File: config.mk
export PLATFORM = sky130hd
export DESIGN_NAME = multi_controller_interface
export DESIGN_NICKNAME = d
export VERILOG_FILES = /design/src/rtl/controller_pkg.sv /design/src/rtl/controller_channel.sv /design/src/rtl/multi_controller_interface.sv
export SDC_FILE = /design/constraint.sdc
export NUM_CORES = 1
export LEC_CHECK = 0
export BUFFER_PORTS_ARGS = -buffer_cell sky130_fd_sc_hd__buf_2
export CAP_MARGIN = 20
export CORE_MARGIN = 2
export CORE_UTILIZATION = 54
export CTS_CLUSTER_SIZE = 30
export DETAILED_ROUTE_END_ITERATION = 10
export HOLD_SLACK_MARGIN = 0.08
export PLACE_DENSITY = 0.83
export SLEW_MARGIN = 20
export SYNTH_ARGS = -nofsm -noshare
export SYNTH_HDL_FRONTEND = slang
export SYNTH_SLANG_ARGS = --single-unit
File: constraint.sdc
create_clock -name clk -period 2.5 [get_ports clk]
set_input_delay 0.5 -clock clk [delete_from_list [all_inputs] [get_ports clk]]
set_output_delay 0.5 -clock clk [all_outputs]
set_load 0.01 [all_outputs]
File: src/rtl/controller_pkg.sv
// Shared types and defaults for the serial gamepad poller.
package controller_pkg;

    typedef enum logic [1:0] {
        IDLE   = 2'd0,
        LATCH  = 2'd1,
        SHIFT  = 2'd2,
        COMMIT = 2'd3
    } state_t;

    localparam int DEFAULT_NUM_BUTTONS = 8;
    localparam int DEFAULT_BIT_CYCLES  = 4;

    // Counter width for a counter that runs 0..n-1; never narrower than one bit.
    function automatic int cnt_width(input int n);
        return (n > 1) ? $clog2(n) : 1;
    endfunction

endpackage

File: src/rtl/controller_channel.sv
// One gamepad channel: serial capture register, committed button word and
// sticky press/release flags. All strobes come from the shared top-level FSM.
module controller_channel
    import controller_pkg::*;
#(
    parameter int NUM_BUTTONS = DEFAULT_NUM_BUTTONS,
    parameter int IW          = 1
) (
    input  logic                   clk,
    input  logic                   rst,
    input  logic                   i_sample,
    input  logic                   i_commit,
    input  logic                   i_clear,
    input  logic                   i_data_b,
    input  logic [IW-1:0]          i_idx,
    output logic [NUM_BUTTONS-1:0] o_buttons,
    output logic [NUM_BUTTONS-1:0] o_pressed,
    output logic [NUM_BUTTONS-1:0] o_released
);

    logic [NUM_BUTTONS-1:0] r_shift;
    logic [NUM_BUTTONS-1:0] r_buttons;
    logic [NUM_BUTTONS-1:0] r_pressed;
    logic [NUM_BUTTONS-1:0] r_released;

    // Capture serial bit 'index' into position NUM_BUTTONS-1-index; publish whole word on commit.
    always_ff @(posedge clk or posedge rst) begin
        if (rst) begin
            r_shift   <= '0;
            r_buttons <= '0;
        end else begin
            if (i_sample) begin
                for (int i = 0; i < NUM_BUTTONS; i++) begin
                    if (i_idx == IW'(NUM_BUTTONS - 1 - i)) begin
                        r_shift[i] <= ~i_data_b;
                    end
                end
            end
            if (i_commit) begin
                r_buttons <= r_shift;
            end
        end
    end

    // Sticky edge flags; a clear on the commit cycle wipes only the old flags.
    always_ff @(posedge clk or posedge rst) begin
        if (rst) begin
            r_pressed  <= '0;
            r_released <= '0;
        end else begin
            r_pressed  <= (i_clear ? '0 : r_pressed)
                        | (i_commit ? (r_shift & ~r_buttons) : '0);
            r_released <= (i_clear ? '0 : r_released)
                        | (i_commit ? (~r_shift & r_buttons) : '0);
        end
    end

    assign o_buttons  = r_buttons;
    assign o_pressed  = r_pressed;
    assign o_released = r_released;

endmodule

File: src/rtl/multi_controller_interface.sv
// Polls NUM_CONTROLLERS NES-style gamepads over a shared latch/strobe pair.
// Handshake: start is a single-cycle request sampled only in IDLE; busy is
// high from the next cycle through the done pulse; done marks the cycle on
// which all button words and edge flags update together.
module multi_controller_interface
    import controller_pkg::*;
#(
    parameter int NUM_CONTROLLERS = 2,
    parameter int NUM_BUTTONS     = DEFAULT_NUM_BUTTONS,
    parameter int BIT_CYCLES      = DEFAULT_BIT_CYCLES
) (
    input  logic                                   clk,
    input  logic                                   rst,
    input  logic                                   start,
    input  logic                                   edge_clear,
    input  logic [NUM_CONTROLLERS-1:0]             controller_data_in_B,
    output logic                                   controller_latch,
    output logic                                   controller_clk_enable,
    output logic [NUM_CONTROLLERS*NUM_BUTTONS-1:0] buttons_out,
    output logic [NUM_CONTROLLERS*NUM_BUTTONS-1:0] pressed_out,
    output logic [NUM_CONTROLLERS*NUM_BUTTONS-1:0] released_out,
    output logic                                   busy,
    output logic                                   done,
    output state_t                                 dbg_state
);

    localparam int CW = cnt_width(BIT_CYCLES);
    localparam int IW = cnt_width(NUM_BUTTONS);
    localparam logic [CW-1:0] CNT_LAST = CW'(BIT_CYCLES - 1);
    localparam logic [IW-1:0] IDX_LAST = IW'(NUM_BUTTONS - 1);

    state_t          r_state;
    state_t          w_next;
    logic [CW-1:0]   r_cnt;
    logic [IW-1:0]   r_idx;
    logic            w_latch;
    logic            w_strobe;
    logic            w_sample;
    logic            w_commit;

    // State register plus bit-period counter and serial bit index.
    always_ff @(posedge clk or posedge rst) begin
        if (rst) begin
            r_state <= IDLE;
            r_cnt   <= '0;
            r_idx   <= '0;
        end else begin
            r_state <= w_next;
            if (r_state == LATCH || r_state == SHIFT) begin
                r_cnt <= (r_cnt == CNT_LAST) ? '0 : r_cnt + 1'b1;
            end else begin
                r_cnt <= '0;
            end
            if (r_state == IDLE) begin
                r_idx <= '0;
            end else if (w_strobe) begin
                r_idx <= r_idx + 1'b1;
            end
        end
    end

    // Next-state and strobe decode.
    always_comb begin
        w_next   = r_state;
        w_latch  = 1'b0;
        w_strobe = 1'b0;
        w_sample = 1'b0;
        w_commit = 1'b0;
        case (r_state)
            IDLE: begin
                if (start) w_next = LATCH;
            end
            LATCH: begin
                w_latch = 1'b1;
                if (r_cnt == CNT_LAST) w_next = SHIFT;
            end
            SHIFT: begin
                if (r_cnt == CNT_LAST) begin
                    w_sample = 1'b1;
                    if (r_idx != IDX_LAST) w_strobe = 1'b1;
                    else                   w_next   = COMMIT;
                end
            end
            COMMIT: begin
                w_commit = 1'b1;
                w_next   = IDLE;
            end
            default: w_next = IDLE;
        endcase
    end

    assign controller_latch      = w_latch;
    assign controller_clk_enable = w_strobe;
    assign busy                  = (r_state != IDLE);
    assign done                  = w_commit;
    assign dbg_state             = r_state;

    for (genvar c = 0; c < NUM_CONTROLLERS; c++) begin : g_ch
        controller_channel #(
            .NUM_BUTTONS (NUM_BUTTONS),
            .IW          (IW)
        ) u_ch (
            .clk        (clk),
            .rst        (rst),
            .i_sample   (w_sample),
            .i_commit   (w_commit),
            .i_clear    (edge_clear),
            .i_data_b   (controller_data_in_B[c]),
            .i_idx      (r_idx),
            .o_buttons  (buttons_out[c*NUM_BUTTONS +: NUM_BUTTONS]),
            .o_pressed  (pressed_out[c*NUM_BUTTONS +: NUM_BUTTONS]),
            .o_released (released_out[c*NUM_BUTTONS +: NUM_BUTTONS])
        );
    end

endmodule

# Word-level counts from Yosys, hierarchy flattened
# Cells that the tools add are included.
dict set report totals {
  regBits 71
  elab_cells 95
}
dict set report classes {
  eq_ne 16
  addsub 2
  bitwise_logic 14
  muxes 24
  n_reduce_logical 14
}
# operator n
set ops {}
lappend ops {{8-bit two-way mux} 8}
lappend ops {{8-bit bitwise AND} 4}
lappend ops {{8-bit NOT} 4}
lappend ops {{8-bit OR} 4}
lappend ops {{2-bit AND reduction} 8}
lappend ops {{3-bit equality test (second input constant)} 4}
lappend ops {{2-bit two-way mux} 6}
lappend ops {{2-bit one-hot mux with 4 select lines} 1}
lappend ops {{1-bit two-way mux} 7}
lappend ops {{2-bit equality test (second input constant)} 3}
lappend ops {{3-bit by 2-bit equality test with 1-bit output (second input constant)} 2}
lappend ops {{3-bit two-way mux} 2}
lappend ops {{2-bit by 1-bit != test with 1-bit output (second input constant)} 2}
lappend ops {{2-bit != test (second input constant)} 2}
lappend ops {{4-bit AND reduction} 1}
lappend ops {{2-bit nonzero test} 2}
lappend ops {{3-bit by 1-bit adder with 3-bit output (second input constant)} 1}
lappend ops {{3-bit by 1-bit equality test with 1-bit output (second input constant)} 1}
lappend ops {{3-bit zero test} 1}
lappend ops {{3-bit != test (second input constant)} 1}
lappend ops {{2-bit by 1-bit adder with 2-bit output (second input constant)} 1}
lappend ops {{2-bit by 1-bit equality test with 1-bit output (second input constant)} 1}
lappend ops {{2-bit zero test} 1}
lappend ops {{1-bit NOT} 2}
lappend ops {{1-bit logical OR} 1}

# Longest topological paths before layout
dict set report depth {
  ltp_word 6
  mapped_depth 6
}

# By module
# Synthesis repeated with hierarchy kept, for this count alone.
dict set report hier_totals {
  hier_cells 241
  hier_area_um2 2990.4
}
# module cells_per_inst seq_area_each_um2 area_per_inst_um2 n_inst
set by_module_without_submodules {}
lappend by_module_without_submodules {controller_channel 103 800.8 1286.2 2}
lappend by_module_without_submodules {multi_controller_interface 35 175.2 417.9 1}

# Worst setup path after synthesis
# Ideal clock, no wire load.
dict set report synth_timing {
  kind {register -> output}
  startpoint {reg r_idx[0]}
  endpoint {out controller_clk_enable}
  setup_slack_ns 0.857
  path_buffers 1
  arrival_ns 1.143
  required_time_ns 2.000
  stages_incl_launch_ff 5
  cell_sequence {dfrtp_1 -> ha_1 -> ha_1 -> and3b_1 -> buf_6}
}
dict set report synth_between {
  elab_chain_cells 4
}
# item line_no
set synth_rtl {}
lappend synth_rtl {{start, declared} multi_controller_interface.sv:35} ;# logic [IW-1:0] r_idx;
lappend synth_rtl {{start signal, assigned} multi_controller_interface.sv:57} ;# r_idx <= r_idx + 1'b1;
lappend synth_rtl {{3-bit != test} multi_controller_interface.sv:80} ;# if (r_idx != IDX_LAST) w_strobe = 1'b1;
lappend synth_rtl {{1-bit two-way mux} multi_controller_interface.sv:80}
lappend synth_rtl {{1-bit two-way mux} multi_controller_interface.sv:78} ;# if (r_cnt == CNT_LAST) begin
lappend synth_rtl {{1-bit two-way mux} multi_controller_interface.sv:69} ;# case (r_state)
lappend synth_rtl {{end, declared} multi_controller_interface.sv:18} ;# output logic controller_clk_enable,
# No other way between the ends.

# Worst setup path after layout
dict set report layout_timing {
  startpoint {reg r_state[0], in the netlist dbg_state[0]}
  endpoint {out controller_clk_enable}
}
dict set report layout_between {
  elab_chain_cells 2
}
# item line_no
set layout_rtl {}
lappend layout_rtl {{start, declared} multi_controller_interface.sv:32} ;# state_t r_state;
lappend layout_rtl {{start signal, assigned} multi_controller_interface.sv:48} ;# r_state <= w_next;
lappend layout_rtl {{2-bit equality test} multi_controller_interface.sv:69}
lappend layout_rtl {{1-bit two-way mux} multi_controller_interface.sv:69}
# No other way between the ends.

==> impl.org <==
** Die
- Die footprint :: slightly above 0.006 mm2
- Core region area :: about 0.0055 mm2
- For this configuration, the core starts out at a cell density of 0.5530.
- After floorplanning, the core was divided into 27 placement rows.
- During I/O placement, the number of pins put on the boundary was 60.
- Die height :: ~80 um
- Horiz. Die Dim :: 78.87 um

** Clocking
- Buffers inserted during post-CTS setup optimization :: 0
- Num CTS Buffers :: 9
- Clock transition at the register clock pins on the worst setup and hold paths after CTS :: roughly 0.07 ns
- TritonCTS built the clock tree.
- Hold buffer count at CTS :: 1
- For the worst-skew pair, the clock arrives at the later sink with an insertion delay of ~0.33 ns.
- The clock drives just over 70 sinks.
- Number of buffers between clock root and the deepest sink :: 2
- The H-tree was split into 3 levels.
- Root buffer cell :: sky130_fd_sc_hd__clkbuf_8
- Once the clock tree was built, the resizer swapped 0 gates to a different size.

** STA
- Maximum achievable frequency :: 0.4223 GHz
- The final count of hold timing violations is 0.
- Tcrit/Tclk final :: 0.9473
- Clock skew after layout :: ~0.0045 ns
- Headroom to the max-slew limit :: 0.6720
- At the pin with the least slew margin, the transition time is just under 0.5 ns.
- The routed design could run at a clock period as short as between 2 and 2.5 ns.
- The count of pins over their slew limit came to 0.
- Setup_tns :: 0 ns
- Setup violations remaining at the end of the flow were counted as 0.
- RSZ-0062 raised after global routing :: no

** Logic synthesis
- Flip-flop cell with the highest count after synthesis :: sky130_fd_sc_hd__dfrtp_1
- Of the synthesized area, sequential elements account for 0.5870.
- Post-synth EDFFs :: 0
- Synth async-reset ratio :: 1.000
- Avg Synthesized Cell Area :: between 10 and 15 um2
- The mapped netlist covers around 0.0030 mm2.
- Warnings, synthesis :: 0
- When the netlist entered floorplanning its net count stood at 296.
- Cell types with the largest area share after synthesis :: sky130_fd_sc_hd__dfrtp_1, sky130_fd_sc_hd__ha_1, sky130_fd_sc_hd__inv_1, sky130_fd_sc_hd__o21ai_0, sky130_fd_sc_hd__mux2_2
- Register bit total from synthesis :: 71
- Synthesis instantiated 29 different standard cells from the library.
- Syn Inst Count :: 276
- The biggest area contributor in the post-synthesis netlist is sky130_fd_sc_hd__dfrtp_1.
- Of the post-synthesis cell area, the dominant cell type holds 0.5870.

** Placed design
- The congestion estimate from routability-driven global placement came to 0.8049.
- Cell Count Post-Placement :: 398
- Input and output buffers added on the ports amount to 59.
- Total half-perimeter wirelength after legalization and detailed placement :: 3959 um

** Setup path
- STA puts the critical path data required time at around 2 ns.
- The worst setup path is of the register to primary output kind.
- Of all nets on the critical path, the largest fanout is 11.
- Type of origin of the critical path :: register
- The worst setup path is captured at a primary output.
- Data arrives at the worst endpoint at between 1.5 and 2 ns.

** Pwr
- Across the VDD grid, the largest voltage drop is between 700 and 800 uV.
- For this design the ratio of total power to cell area is about 1200 mW/mm2.
- Leakage power of the design :: 1.745 nW
- The completed layout was analyzed and its total power is between 0.004 and 0.005 W.

** GRT
- The total overflow left after global routing is 0.
- Across every metal layer, demand over resource in global routing totals 0.1946.
- The number of global-route vias before repair was approximately 1900.
- Initial antenna violation count :: 0
- Largest net degree at the start of global routing :: 67
- The first global-routing pass estimated 9204 um of wire.

** Final layout
- Final core area utilization :: 0.6525
- Of the cells placed in the final design, the portion with a size suffix greater than 1 is 0.2682.
- Fill cells :: 448
- Net count of the finished layout :: approximately 360
- Combined area of the multi-input logic cells :: slightly above 0.001 mm2
- Growth of design area from synthesis to finish :: 17.98%
- Antenna fix cells :: 0
- Storage cell area :: roughly 0.0018 mm2
- The finished layout holds slightly above 400 standard cells, fillers aside.

** Route
- Vias :: between 2000 and 2500
- Remaining DRCs :: 0
- Iteration-0 DRC Markers :: roughly 180
- After detailed routing, the average wire length per cell comes to around 13 um.
- Number of vias per cell :: 5.120
- The pre-antenna-repair detailed-routing pass consisted of 5 iterations.
- Final antenna-violating net count :: 0
- The routed design has ~5600 um of wire.

** Status
- The run finished with clean final reports.

** Flow run
- Across the run, the number of max-cap violations was 0.

** Min path
- Type of the tightest min-delay check :: input pin to register
## cells in the final DEF (no fill, tap or decap), drive strengths merged, types with 2 or more instances in the layout
cell     n
clkbuf  13
nor2     4
nand3b  16
nand4    3
dfrtp   71
mux2    13
nand2b   2
buf     61
o22ai   16
nand2   32
o21ai   36
a211oi   2
inv     44
nand3    2
nand4b   3
ha      14
## synth_stat cells (2+ instances only)
cell / instances
sky130_fd_sc_hd__dfrtp_1: 71
sky130_fd_sc_hd__nand4_1: 3
sky130_fd_sc_hd__o21ai_1: 3
sky130_fd_sc_hd__nand2b_1: 2
sky130_fd_sc_hd__nor2_2: 2
sky130_fd_sc_hd__nand3b_1: 16
sky130_fd_sc_hd__nand4b_1: 3
sky130_fd_sc_hd__mux2_2: 12
sky130_fd_sc_hd__nand2_1: 32
sky130_fd_sc_hd__o22ai_1: 16
sky130_fd_sc_hd__inv_1: 44
sky130_fd_sc_hd__buf_2: 4
sky130_fd_sc_hd__buf_6: 3
sky130_fd_sc_hd__nor2_1: 2
sky130_fd_sc_hd__clkbuf_1: 3
sky130_fd_sc_hd__o21ai_0: 33
sky130_fd_sc_hd__ha_1: 14
sky130_fd_sc_hd__nand3_1: 2
## kinds of logic after synthesis
group | after synthesis | share of synthesized area
flops | 71 | 0.5870
buf+inv | 55 | 0.07855
simple gates | 65 | 0.1158
compound gates | 56 | 0.1062
fa+ha+maj | 14 | 0.05788
xor+xnor | 1 | 0.002894
mux | 14 | 0.05167
## cell type report
type,count,area share
repair buffers,62,0.09320
well taps,72,0.02523
inverters,44,0.04625
clock buffers,13,0.04170
multi-input cells,150,0.2842
flip-flops and latches,71,0.4975
clock inverters,3,0.01191
## stage by stage
stage | area (um2) | setup slack (ns) | hold WS, ns
global placement | 3369 | 0.5737 | 0.3997
detailed placement | 3369 | 0.4956 | 0.4014
global route | 3571 | 0.008538 | 0.4890
finish | 3571 | 0.1317 | 0.4775
CTS | 3571 | 0.1246 | 0.4600
floorplan | 3027 | 0.2034 | 0.4429
## where the power goes
group          switching [W]  leakage, nW  internal [W]
clock               0.000408       0.0936      0.000488
sequential          0.000290        0.898       0.00154
combinational       0.000804        0.753      0.000680
## worst max-delay path, cell delays in order, from the launching register on
cell                      delay, ns
sky130_fd_sc_hd__dfrtp_1       0.41
sky130_fd_sc_hd__inv_1         0.15
sky130_fd_sc_hd__ha_1          0.40
sky130_fd_sc_hd__and3b_1       0.38
sky130_fd_sc_hd__buf_2         0.19
## sequential cells by signal, indices dropped and copies added, names as in the netlist
register	cells
dbg_state	2
g_ch.u_ch.o_buttons	16
g_ch.u_ch.o_pressed	16
g_ch.u_ch.o_released	16
g_ch.u_ch.r_shift	16
r_cnt	2
r_idx	3
## path summary, 6_finish.rpt
check | startpoint | end | slack [ns] | cells after the start
hold reg to reg | r_cnt[0] | r_cnt[0] | 0.48 | 1
min in group asynchronous | rst | dbg_state[0] | 0.61 | 3
max in group asynchronous | rst | g_ch[0].u_ch.o_pressed[7] | 1.33 | 4
hold / removal | controller_data_in_B[1] | g_ch[1].u_ch.r_shift[0] | 0.48 | 2
setup / recovery | dbg_state[0] | controller_clk_enable | 0.13 | 4
setup reg to reg | dbg_state[0] | r_idx[1] | 0.76 | 5
## layer usage
layer | vias up | part of all wire | track usage
li1 | 1046 | - | -
met1 | 1017 | 0.45 | 0.2612
met2 | 50 | 0.48 | 0.3017
met3 | 12 | 0.042 | 0.03977
met4 | 0 | 0.021 | 0.1017
met5 | - | 0 | 0
No activity file was read; power rests on OpenSTA's default activity.
